File: config.mk
export PLATFORM = sky130hd
export DESIGN_NAME = trend_stream_tx
export DESIGN_NICKNAME = d
export VERILOG_FILES = /design/src/rtl/trend_pkg.sv /design/src/rtl/wm_trend_model.sv /design/src/rtl/trend_stream_tx.sv
export SDC_FILE = /design/constraint.sdc
export NUM_CORES = 1
export LEC_CHECK = 0
export CORE_MARGIN = 4
export CORE_UTILIZATION = 59
export DETAILED_ROUTE_END_ITERATION = 8
export MAX_ROUTING_LAYER = met4
export PLACE_DENSITY_LB_ADDON = 0.2
export RECOVER_POWER = 100
export SYNTH_ARGS = -nofsm -noshare
export SYNTH_HDL_FRONTEND = slang
export SYNTH_HIERARCHICAL = 1
export SYNTH_SLANG_ARGS = --single-unit
File: constraint.sdc
create_clock -name clk -period 4.5 [get_ports clk]
set_clock_uncertainty 0.05 [all_clocks]
set_input_delay 0.45 -clock clk [delete_from_list [all_inputs] [get_ports clk]]
set_output_delay 0.45 -clock clk [all_outputs]
set_load 0.02 [all_outputs]
File: src/rtl/trend_pkg.sv
// Shared definitions for the weighted-majority trend detector and its
// stream source, so the shadow model and the detector use the same
// weights and thresholds.
package trend_pkg;

  // Window length and the weight applied to each window position.
  // Position 0 holds the newest bit and carries the heaviest weight.
  localparam int WIN_LEN = 4;
  localparam logic [3:0] TREND_WEIGHT [WIN_LEN] = '{4'd8, 4'd4, 4'd2, 4'd1};

  // Hysteresis thresholds on the weighted sum.
  localparam logic [3:0] TREND_HI = 4'd8;
  localparam logic [3:0] TREND_LO = 4'd4;

  // Serializer states.
  typedef enum logic {
    IDLE = 1'b0,
    SEND = 1'b1
  } state_t;

  // Weighted sum of a window. The maximum is 8+4+2+1 = 15, so 4 bits never overflow.
  function automatic logic [3:0] window_sum(input logic [WIN_LEN-1:0] w);
    logic [3:0] s;
    s = 4'd0;
    for (int i = 0; i < WIN_LEN; i++) begin
      if (w[i]) begin
        s = s + TREND_WEIGHT[i];
      end
    end
    return s;
  endfunction

endpackage

File: src/rtl/wm_trend_model.sv
// Shadow model of the weighted-majority trend detector: a 4-bit window
// of recent stream bits with a hysteresis decision on the weighted sum.
module wm_trend_model
  import trend_pkg::*;
(
  input  logic clk,
  input  logic reset,
  input  logic shift_en,
  input  logic bit_in,
  output logic trend
);

  logic [WIN_LEN-1:0] r_win;
  logic               r_trend;
  logic [WIN_LEN-1:0] w_win_next;
  logic [3:0]         w_sum_next;

  // The decision is taken on the window that already includes the incoming bit.
  assign w_win_next = {r_win[WIN_LEN-2:0], bit_in};
  assign w_sum_next = window_sum(w_win_next);
  assign trend      = r_trend;

  // Shift the window once per presented bit and update the trend with hysteresis.
  always_ff @(posedge clk or posedge reset) begin
    if (reset) begin
      r_win   <= {WIN_LEN{1'b0}};
      r_trend <= 1'b0;
    end else if (shift_en) begin
      r_win <= w_win_next;
      if (w_sum_next >= TREND_HI) begin
        r_trend <= 1'b1;
      end else if (w_sum_next < TREND_LO) begin
        r_trend <= 1'b0;
      end else begin
        r_trend <= r_trend;
      end
    end else begin
      r_win   <= r_win;
      r_trend <= r_trend;
    end
  end

endmodule

File: src/rtl/trend_stream_tx.sv
// Serial stream source for the trend detector. Words are accepted over a
// valid/ready handshake and sent MSB-first. Each bit is held for div+1
// cycles, and each word is sent rep+1 times. A new command can be accepted
// in the last cycle of the current one, which gives a gapless stream.
module trend_stream_tx
  import trend_pkg::*;
#(
  parameter int DATA_W = 8,
  parameter int DIV_W  = 8,
  parameter int REP_W  = 4
) (
  input  logic              clk,
  input  logic              reset,
  input  logic              in_valid,
  output logic              in_ready,
  input  logic [DATA_W-1:0] in_data,
  input  logic [DIV_W-1:0]  in_div,
  input  logic [REP_W-1:0]  in_repeat,
  output logic              bit_out,
  output logic              bit_strobe,
  output logic              busy,
  output logic              done,
  output logic              exp_trend
);

  localparam int               BIT_W    = $clog2(DATA_W);
  localparam logic [BIT_W-1:0] LAST_BIT = BIT_W'(DATA_W - 1);

  state_t            r_state;
  logic [DATA_W-1:0] r_word;
  logic [DATA_W-1:0] r_shift;
  logic [DIV_W-1:0]  r_div;
  logic [DIV_W-1:0]  r_div_cnt;
  logic [REP_W-1:0]  r_rep;
  logic [REP_W-1:0]  r_rep_cnt;
  logic [BIT_W-1:0]  r_bit_cnt;

  logic w_send;
  logic w_bit_end;
  logic w_word_end;
  logic w_last;
  logic w_accept;

  // All outputs are decoded from registers only. Because of this, an
  // asynchronous reset clears them at once.
  assign w_send     = (r_state == SEND);
  assign w_bit_end  = w_send && (r_div_cnt == r_div);
  assign w_word_end = w_bit_end && (r_bit_cnt == LAST_BIT);
  assign w_last     = w_word_end && (r_rep_cnt == r_rep);
  assign w_accept   = in_valid && in_ready;

  assign in_ready   = !w_send || w_last;
  assign bit_out    = w_send && r_shift[DATA_W-1];
  assign bit_strobe = w_send && (r_div_cnt == {DIV_W{1'b0}});
  assign busy       = w_send;
  assign done       = w_last;

  // Serializer FSM: accept a command, then step the divider, bit and repeat counters.
  always_ff @(posedge clk or posedge reset) begin
    if (reset) begin
      r_state   <= IDLE;
      r_word    <= {DATA_W{1'b0}};
      r_shift   <= {DATA_W{1'b0}};
      r_div     <= {DIV_W{1'b0}};
      r_div_cnt <= {DIV_W{1'b0}};
      r_rep     <= {REP_W{1'b0}};
      r_rep_cnt <= {REP_W{1'b0}};
      r_bit_cnt <= {BIT_W{1'b0}};
    end else if (w_accept) begin
      // An accept is only possible in IDLE or in the final cycle of a command.
      r_state   <= SEND;
      r_word    <= in_data;
      r_shift   <= in_data;
      r_div     <= in_div;
      r_rep     <= in_repeat;
      r_div_cnt <= {DIV_W{1'b0}};
      r_rep_cnt <= {REP_W{1'b0}};
      r_bit_cnt <= {BIT_W{1'b0}};
    end else begin
      case (r_state)
        IDLE: begin
          r_state <= IDLE;
        end
        SEND: begin
          if (w_last) begin
            r_state   <= IDLE;
            r_shift   <= {DATA_W{1'b0}};
            r_div_cnt <= {DIV_W{1'b0}};
            r_rep_cnt <= {REP_W{1'b0}};
            r_bit_cnt <= {BIT_W{1'b0}};
          end else if (w_word_end) begin
            r_shift   <= r_word;
            r_rep_cnt <= r_rep_cnt + REP_W'(1);
            r_bit_cnt <= {BIT_W{1'b0}};
            r_div_cnt <= {DIV_W{1'b0}};
          end else if (w_bit_end) begin
            r_shift   <= {r_shift[DATA_W-2:0], 1'b0};
            r_bit_cnt <= r_bit_cnt + BIT_W'(1);
            r_div_cnt <= {DIV_W{1'b0}};
          end else begin
            r_div_cnt <= r_div_cnt + DIV_W'(1);
          end
        end
        default: begin
          r_state <= IDLE;
        end
      endcase
    end
  end

  // Shadow detector, fed with every newly presented bit.
  wm_trend_model u_wm_trend_model (
    .clk      (clk),
    .reset    (reset),
    .shift_en (bit_strobe),
    .bit_in   (bit_out),
    .trend    (exp_trend)
  );

endmodule

==> impl_results.md <==
- Die Width: 72.3 microns
- Final setup fails: 0
- Io pins: 29
- CP endpoint kind: output pin
- Antenna-violating nets left: 0
- Crit path max fanout: 11
- Die Footprint: 5220 sq um
- Setup crit start kind: flip-flop
- Post-synth EDFFs: 0
- Max cap viols: 1
- Vias in the first global route: 1,773
- Initial antenna violation count: 0
- Max Used Layer: met4
- Nets@finish: 268
- Slowest CP cell: dlygate4sd3_1
- Gr usage total: 0.215
- CP Class: reg2out
- DR WL met3: 209 microns
- Hold WS: 0.412 ns
- TNS Setup: 0 ns
- Post-CTS Repair Setup Buffers: 0
- CTS buffer count: 5
- CTS tree: built
- Worst r2r src: r_div_cnt[0]
- Slew of the pin with the lowest slew margin: 2.29 ns
- Largest net degree at the start of global routing: 45
- R2R depth: 6
- Overflow after GRT: 0
- FP Rows: 23
- Metal2 WL: 2.37 mm
- Hold Fails Final Rpt: 0
- Largest stage delay, worst path: 0.72 ns
- RSZ-0062 raised after global routing: false
- Setup crit start: r_div_cnt[0]
- Yosys warns: 6
- Syn Nets: 243
- Die Y: 72.3 microns
- Met1 wire length: 2.21 mm
- Pwr dens: 379 nW/um^2
- Cell area after synthesis: 2440 sq um
- Pleak: 1.22 nW
- Register-to-Register Setup Slack: 1.13 ns
- Synth unique cells: 39
- Crit-path cells: xnor2_1 > nand4_1 > o41a_1 > clkinvlp_2 > dlygate4sd3_1
- Power Total: 1.03 mW
- Slew Limit Fails: 45
- DR vias: 1,750
- Violated checks: max-capacitance violations, max-slew violations
- CTS Root Cell: clkbuf_8
- Drt total wl: 4.84 mm
- IO buf count: 28
- Tcrit/Tclk final: 0.796
- Antenna diodes: 0
- Syn Area/Cell: 11.3 sq um
- Area Overhead vs Synth: 11.2%
- Non-filler instance count after layout: 290
- Starting Density: 0.609
- Layout cells sized above 1: 0.0792
- Clock transition at the registers of the reported paths: 0.08 ns
- Cell Area, Placed: 2710 sq um
- Via-per-instance ratio: 6.03
- Sequential share of the synthesized area: 0.473
- Post-synth top flop: dfrtp_1
- First-pass GRT wire length: 8.40 mm
- Critical path data arrival time: 3.08 ns
- Reg-to-reg critical path endpoint: r_rep[2]
- Core area: 4000 sq um
- Crit path time final: 3.58 ns
- Final instance area: 2710 sq um
- Placed cells: 283
- Routed WL per cell: 16.7 microns
- Clk_lat worst skew: 0.29 ns
- Cell count after synthesis: 215
- HP Class: in2async
- Required @ worst endpoint: 4.00 ns
- Rel. slew slack: -0.527
- Peak VDD IR: 0.270 mV
- CTS sink count: 46
- Placer congestion estimate: 0.855
- HPWL Detailed: 3.47 mm
- Async set-reset flop share out of synthesis: 1.00
- Commonest non-fill, non-tap cell in the layout: dfrtp_1
- Yosys reg bits: 46
- Starting DRT DRC Count: 104
- Outcome: finished with violations
- Post-CTS Hold Buffers: 0
- Max clock buf depth: 2
- Resize count post-CTS: 0
- H-tree level count: 2
- DRC Markers: 0
- Pre-antenna DRT Iters: 4
- Max frequency: 0.279 GHz
- Most frequent cells in the layout: dfrtp_1 (46), clkdlybuf4s50_1 (20), inv_1 (15)
==> registers in the layout, indices dropped and copies added, names as in the netlist <==
register and flops:
r_rep_cnt 4, r_div 8, r_div_cnt 8, r_rep 4
r_bit_cnt 3, r_word 8, r_shift 8, u_wm_trend_model/trend 1
busy 1, u_wm_trend_model/r_win 1
==> layer usage <==
layer / up-vias / track usage
met1: 864 / 0.293
met4: 0 / 0.0564
met2: 37 / 0.333
met5: - / -
li1: 842 / -
met3: 7 / 0.0388
==> where the power goes <==
group / total, mW / switching [mW] / internal (mW)
logic: 0.253 / 0.122 / 0.131
registers: 0.539 / 0.0693 / 0.470
clock network: 0.234 / 0.127 / 0.107
total: 1.03 / 0.319 / 0.707
==> how the worst max path moves through the flow <==
stage,endpoint,depth (start not counted)
3_5_place_dp,in_ready,5
3_3_place_gp,in_ready,5
5_1_grt,in_ready,6
6_report,in_ready,5
2_1_floorplan,bit_strobe,2
4_1_cts,in_ready,5
==> metrics by stage <==
stage,setup slack (ns),utilization
6_report,0.919,0.677
5_1_grt,0.730,0.677
4_1_cts,1.24,0.696
3_5_place_dp,1.57,0.677
3_3_place_gp,1.66,0.677
2_1_floorplan,2.29,-
==> area by class of cell <==
type / instances / area, sq um
Sequential cell: 46 / 1150
Timing Repair Buffer: 29 / 284
Tap cell: 50 / 62.6
Clock buffer: 7 / 76.3
Multi-Input combinational cell: 142 / 1070
Fill cell: 333 / 1290
Inverter: 16 / 61.3
==> Yosys cell counts, drive strengths merged (4+ instances only) <==
cell / count / area share
ha: 5 / 0.026
o32ai: 7 / 0.025
and4: 4 / 0.014
a21oi: 12 / 0.025
nand3: 12 / 0.029
a22o: 4 / 0.014
mux2: 21 / 0.11
o21ai: 9 / 0.020
dfrtp: 46 / 0.47
o31a: 7 / 0.025
nand2: 12 / 0.025
a221oi: 7 / 0.025
buf: 5 / 0.023
inv: 16 / 0.027
nor2: 7 / 0.011
xnor2: 13 / 0.047
clkbuf: 6 / 0.0092
==> logic make-up after synthesis <==
logic type               after synthesis  synth area share
AO/OA/AOI/OAI                         53             0.157
XOR/XNOR                              14            0.0503
adder cells (fa/ha/maj)                5            0.0257
buffers and inverters                 27            0.0585
flip-flops                            46             0.473
multiplexers                          24             0.125
AND/OR/NAND/NOR                       46             0.111
==> critical path: cells and delay by family (launching register included) <==
kind | cells | cell delay, ns
AND/OR/NAND/NOR | 1 | 0.36
buffers and inverters | 2 | 1.05
AO/OA/AOI/OAI | 1 | 0.69
flip-flops | 1 | 0.44
XOR/XNOR | 1 | 0.25
(Power assumes the default switching activity.)
==> RTL edit, RTL diff (same settings) <==
Set the parameter `REP_W` to 6 (it was 4).
--- a/src/rtl/trend_stream_tx.sv
+++ b/src/rtl/trend_stream_tx.sv
@@ -7,7 +7,7 @@
 #(
   parameter int DATA_W = 8,
   parameter int DIV_W  = 8,
-  parameter int REP_W  = 4
+  parameter int REP_W  = 6
 ) (
   input  logic              clk,
   input  logic              reset,
Ports: changed (resized in_repeat); port bits go from 29 to 31. The function was not compared with the original's and may differ.
==> RTL edit against the original RTL <==
The run still ends with max-capacitance violations, max-slew violations left. Total power is 24% higher. Synthesized area is 2.7% higher. Register-to-register slack better by 0.70 ns. Sequential cell count is 4 higher. Wire length is 1.4% higher. Critical path depth stayed put. Worst setup slack worse by 0.21 ns. Design area is 7.3% higher. Largest cell class unchanged. Hold slack worse by 0.011 ns. Utilization is 3.9 points higher. Via count is 15% higher.
==> RTL edit: results (changes against the original RTL) <==
stage	metric	value	unit	change
cts	post-CTS sizing	0		unchanged
synth	syn_area_per_cell	8.96	sq um	-21%
timing	Slew @ Worst Pin	1.76	ns	-0.533 ns
outcome	status	complete, but fails checks		
critical_path	Largest stage delay, worst path	0.73	ns	
timing	Final Max Slew Viols	49		+8.9%
critical_path	top cell family by delay on the critical path	simple AND/OR/NAND/NOR gates		
routing	# DRC	0		unchanged
placed_design	I/O Buffers	30		+7.1%
critical_path	Crit Path Max Fanout	15		+4
global_route	first-pass GRT wire length	8390	microns	about the same
synth	Post-synth ARST share	100	%	unchanged
routing	Via-to-Cell Ratio	5.66		-6.2%
flow_run	max capacitance violation total	1		unchanged
global_route	largest net degree at the start of global routing	49		+8.9%
synth	Synth Warn #	6		unchanged
cells_and_area	layout net count	336		+25%
routing	via count	2021		+15%
power_and_ir_drop	Worst IR Drop VDD	0.285	mV	+5.7%
cts	Root Buffer	clkbuf_8		
power_and_ir_drop	Pleak	1.30	nW	+5.8%
global_route	initial antenna violation count	0		unchanged
cells_and_area	# diodes	0		unchanged
synth	Post-synth top cells	76 x nand2_1, 50 x dfrtp_1, 31 x a21oi_1, 11 x o21ai_0		
placed_design	HPWL after DPL	3490	microns	+0.61%
placed_design	Placed Area	2820	sq um	+4.2%
cts	H-tree level count	2		unchanged
cts	post-CTS setup buffers	0		unchanged
placed_design	Final Wtd Congestion	0.915		+7.1%
placed_design	placed instance count	349		+23%
routing	iteration-0 DRC count of the detailed router	226		+120%
synth	top post-synthesis cells by area	dfrtp_1 50%, nand2_1 11%, a21oi_1 6.2%		
outcome	failing checks	max-capacitance violations, max-slew violations		
global_route	vias in the first global route	1925		+8.6%
cells_and_area	share of post-route cells with drive strength above 1	3.91	%	-4.0 points
synth	syn_nets	309		+27%
synth	post-synthesis sequential area ratio	50.0	%	+2.8 points
routing	WL/cell	13.7	microns	-18%
critical_path	Worst path slowest cell	dlygate4sd3_1		
cts	TritonCTS Buffers	5		unchanged
routing	First-pass DRT Iterations	4		unchanged
critical_path	Worst EP arrival	3.29	ns	+0.21 ns
global_route	gr usage total	20.7	%	-0.78 points
synth	Synth cell types	42		+7.7%
==> RTL edit: path summary, 6_finish.rpt <==
kind                               from                endpoint  slack, ns  depth (start not counted)
setup / recovery                   busy                in_ready       0.71                          5
hold / removal                    reset  u_wm_trend_model/trend       0.40                          2
setup reg to reg           r_div_cnt[0]              r_shift[0]       1.83                          6
hold reg to reg               r_word[5]               r_word[5]       0.43                          2
max in group asynchronous         reset            r_div_cnt[4]       2.25                          2
min in group clk              r_word[5]               r_word[5]       0.43                          2
==> RTL edit: logic make-up (layout without fill, tap and decap cells) <==
logic type               Yosys count  count (layout)  share of synthesized area, %
AND/OR/NAND/NOR                  124             124                          23.8
AO/OA/AOI/OAI                     65              65                          15.3
flip-flops                        50              50                          50.0
buffers and inverters             21              49                          3.45
XOR/XNOR                          13              13                          4.55
adder cells (fa/ha/maj)            5               5                          2.50
multiplexers                       1               1                         0.400
==> RTL edit: cell type report <==
class / count / area, sq um
fill: 289 / 1150
inverter: 10 / 37.5
timing repair buffer: 31 / 308
multi-input combinational: 208 / 1150
sequential: 50 / 1250
clock inverter: 1 / 5.00
clock buffer: 7 / 86.3
tap: 50 / 62.6
==> RTL edit: where the power goes <==
part | leakage, nW | switching, W | total [W] | internal, W
combinational | 0.637 | 0.000185 | 0.000354 | 0.000170
sequential | 0.610 | 0.0000943 | 0.000650 | 0.000555
clock | 0.0482 | 0.000141 | 0.000265 | 0.000124
==> RTL edit: routing by layer <==
layer | up-vias | global-route usage (%) | wire length (microns)
met2 | 45 | 31.4 | 2220
met3 | 7 | 4.68 | 221
met5 | - | - | 0
met4 | 0 | 6.76 | 64
li1 | 1014 | - | -
met1 | 955 | 27.6 | 2400
==> RTL edit: worst register-to-register path, delay by kind of cell (launching register included) <==
kind            cells  cell delay (ns)
buf+inv             1             0.11
compound gates      3             1.49
simple gates        2             0.53
flops               1             0.43
==> RTL edit: per-stage QoR <==
step	hold WS, ns	power, W	utilization (%)	worst slack [ns]
after floorplan	0.141	0.000908	-	2.17
after global placement	0.411	0.00101	69.6	1.41
after detailed placement	0.412	0.00102	69.6	1.32
after CTS	0.283	0.00129	71.8	0.977
after global routing	0.410	0.00135	71.6	0.462
final	0.401	0.00127	71.6	0.714
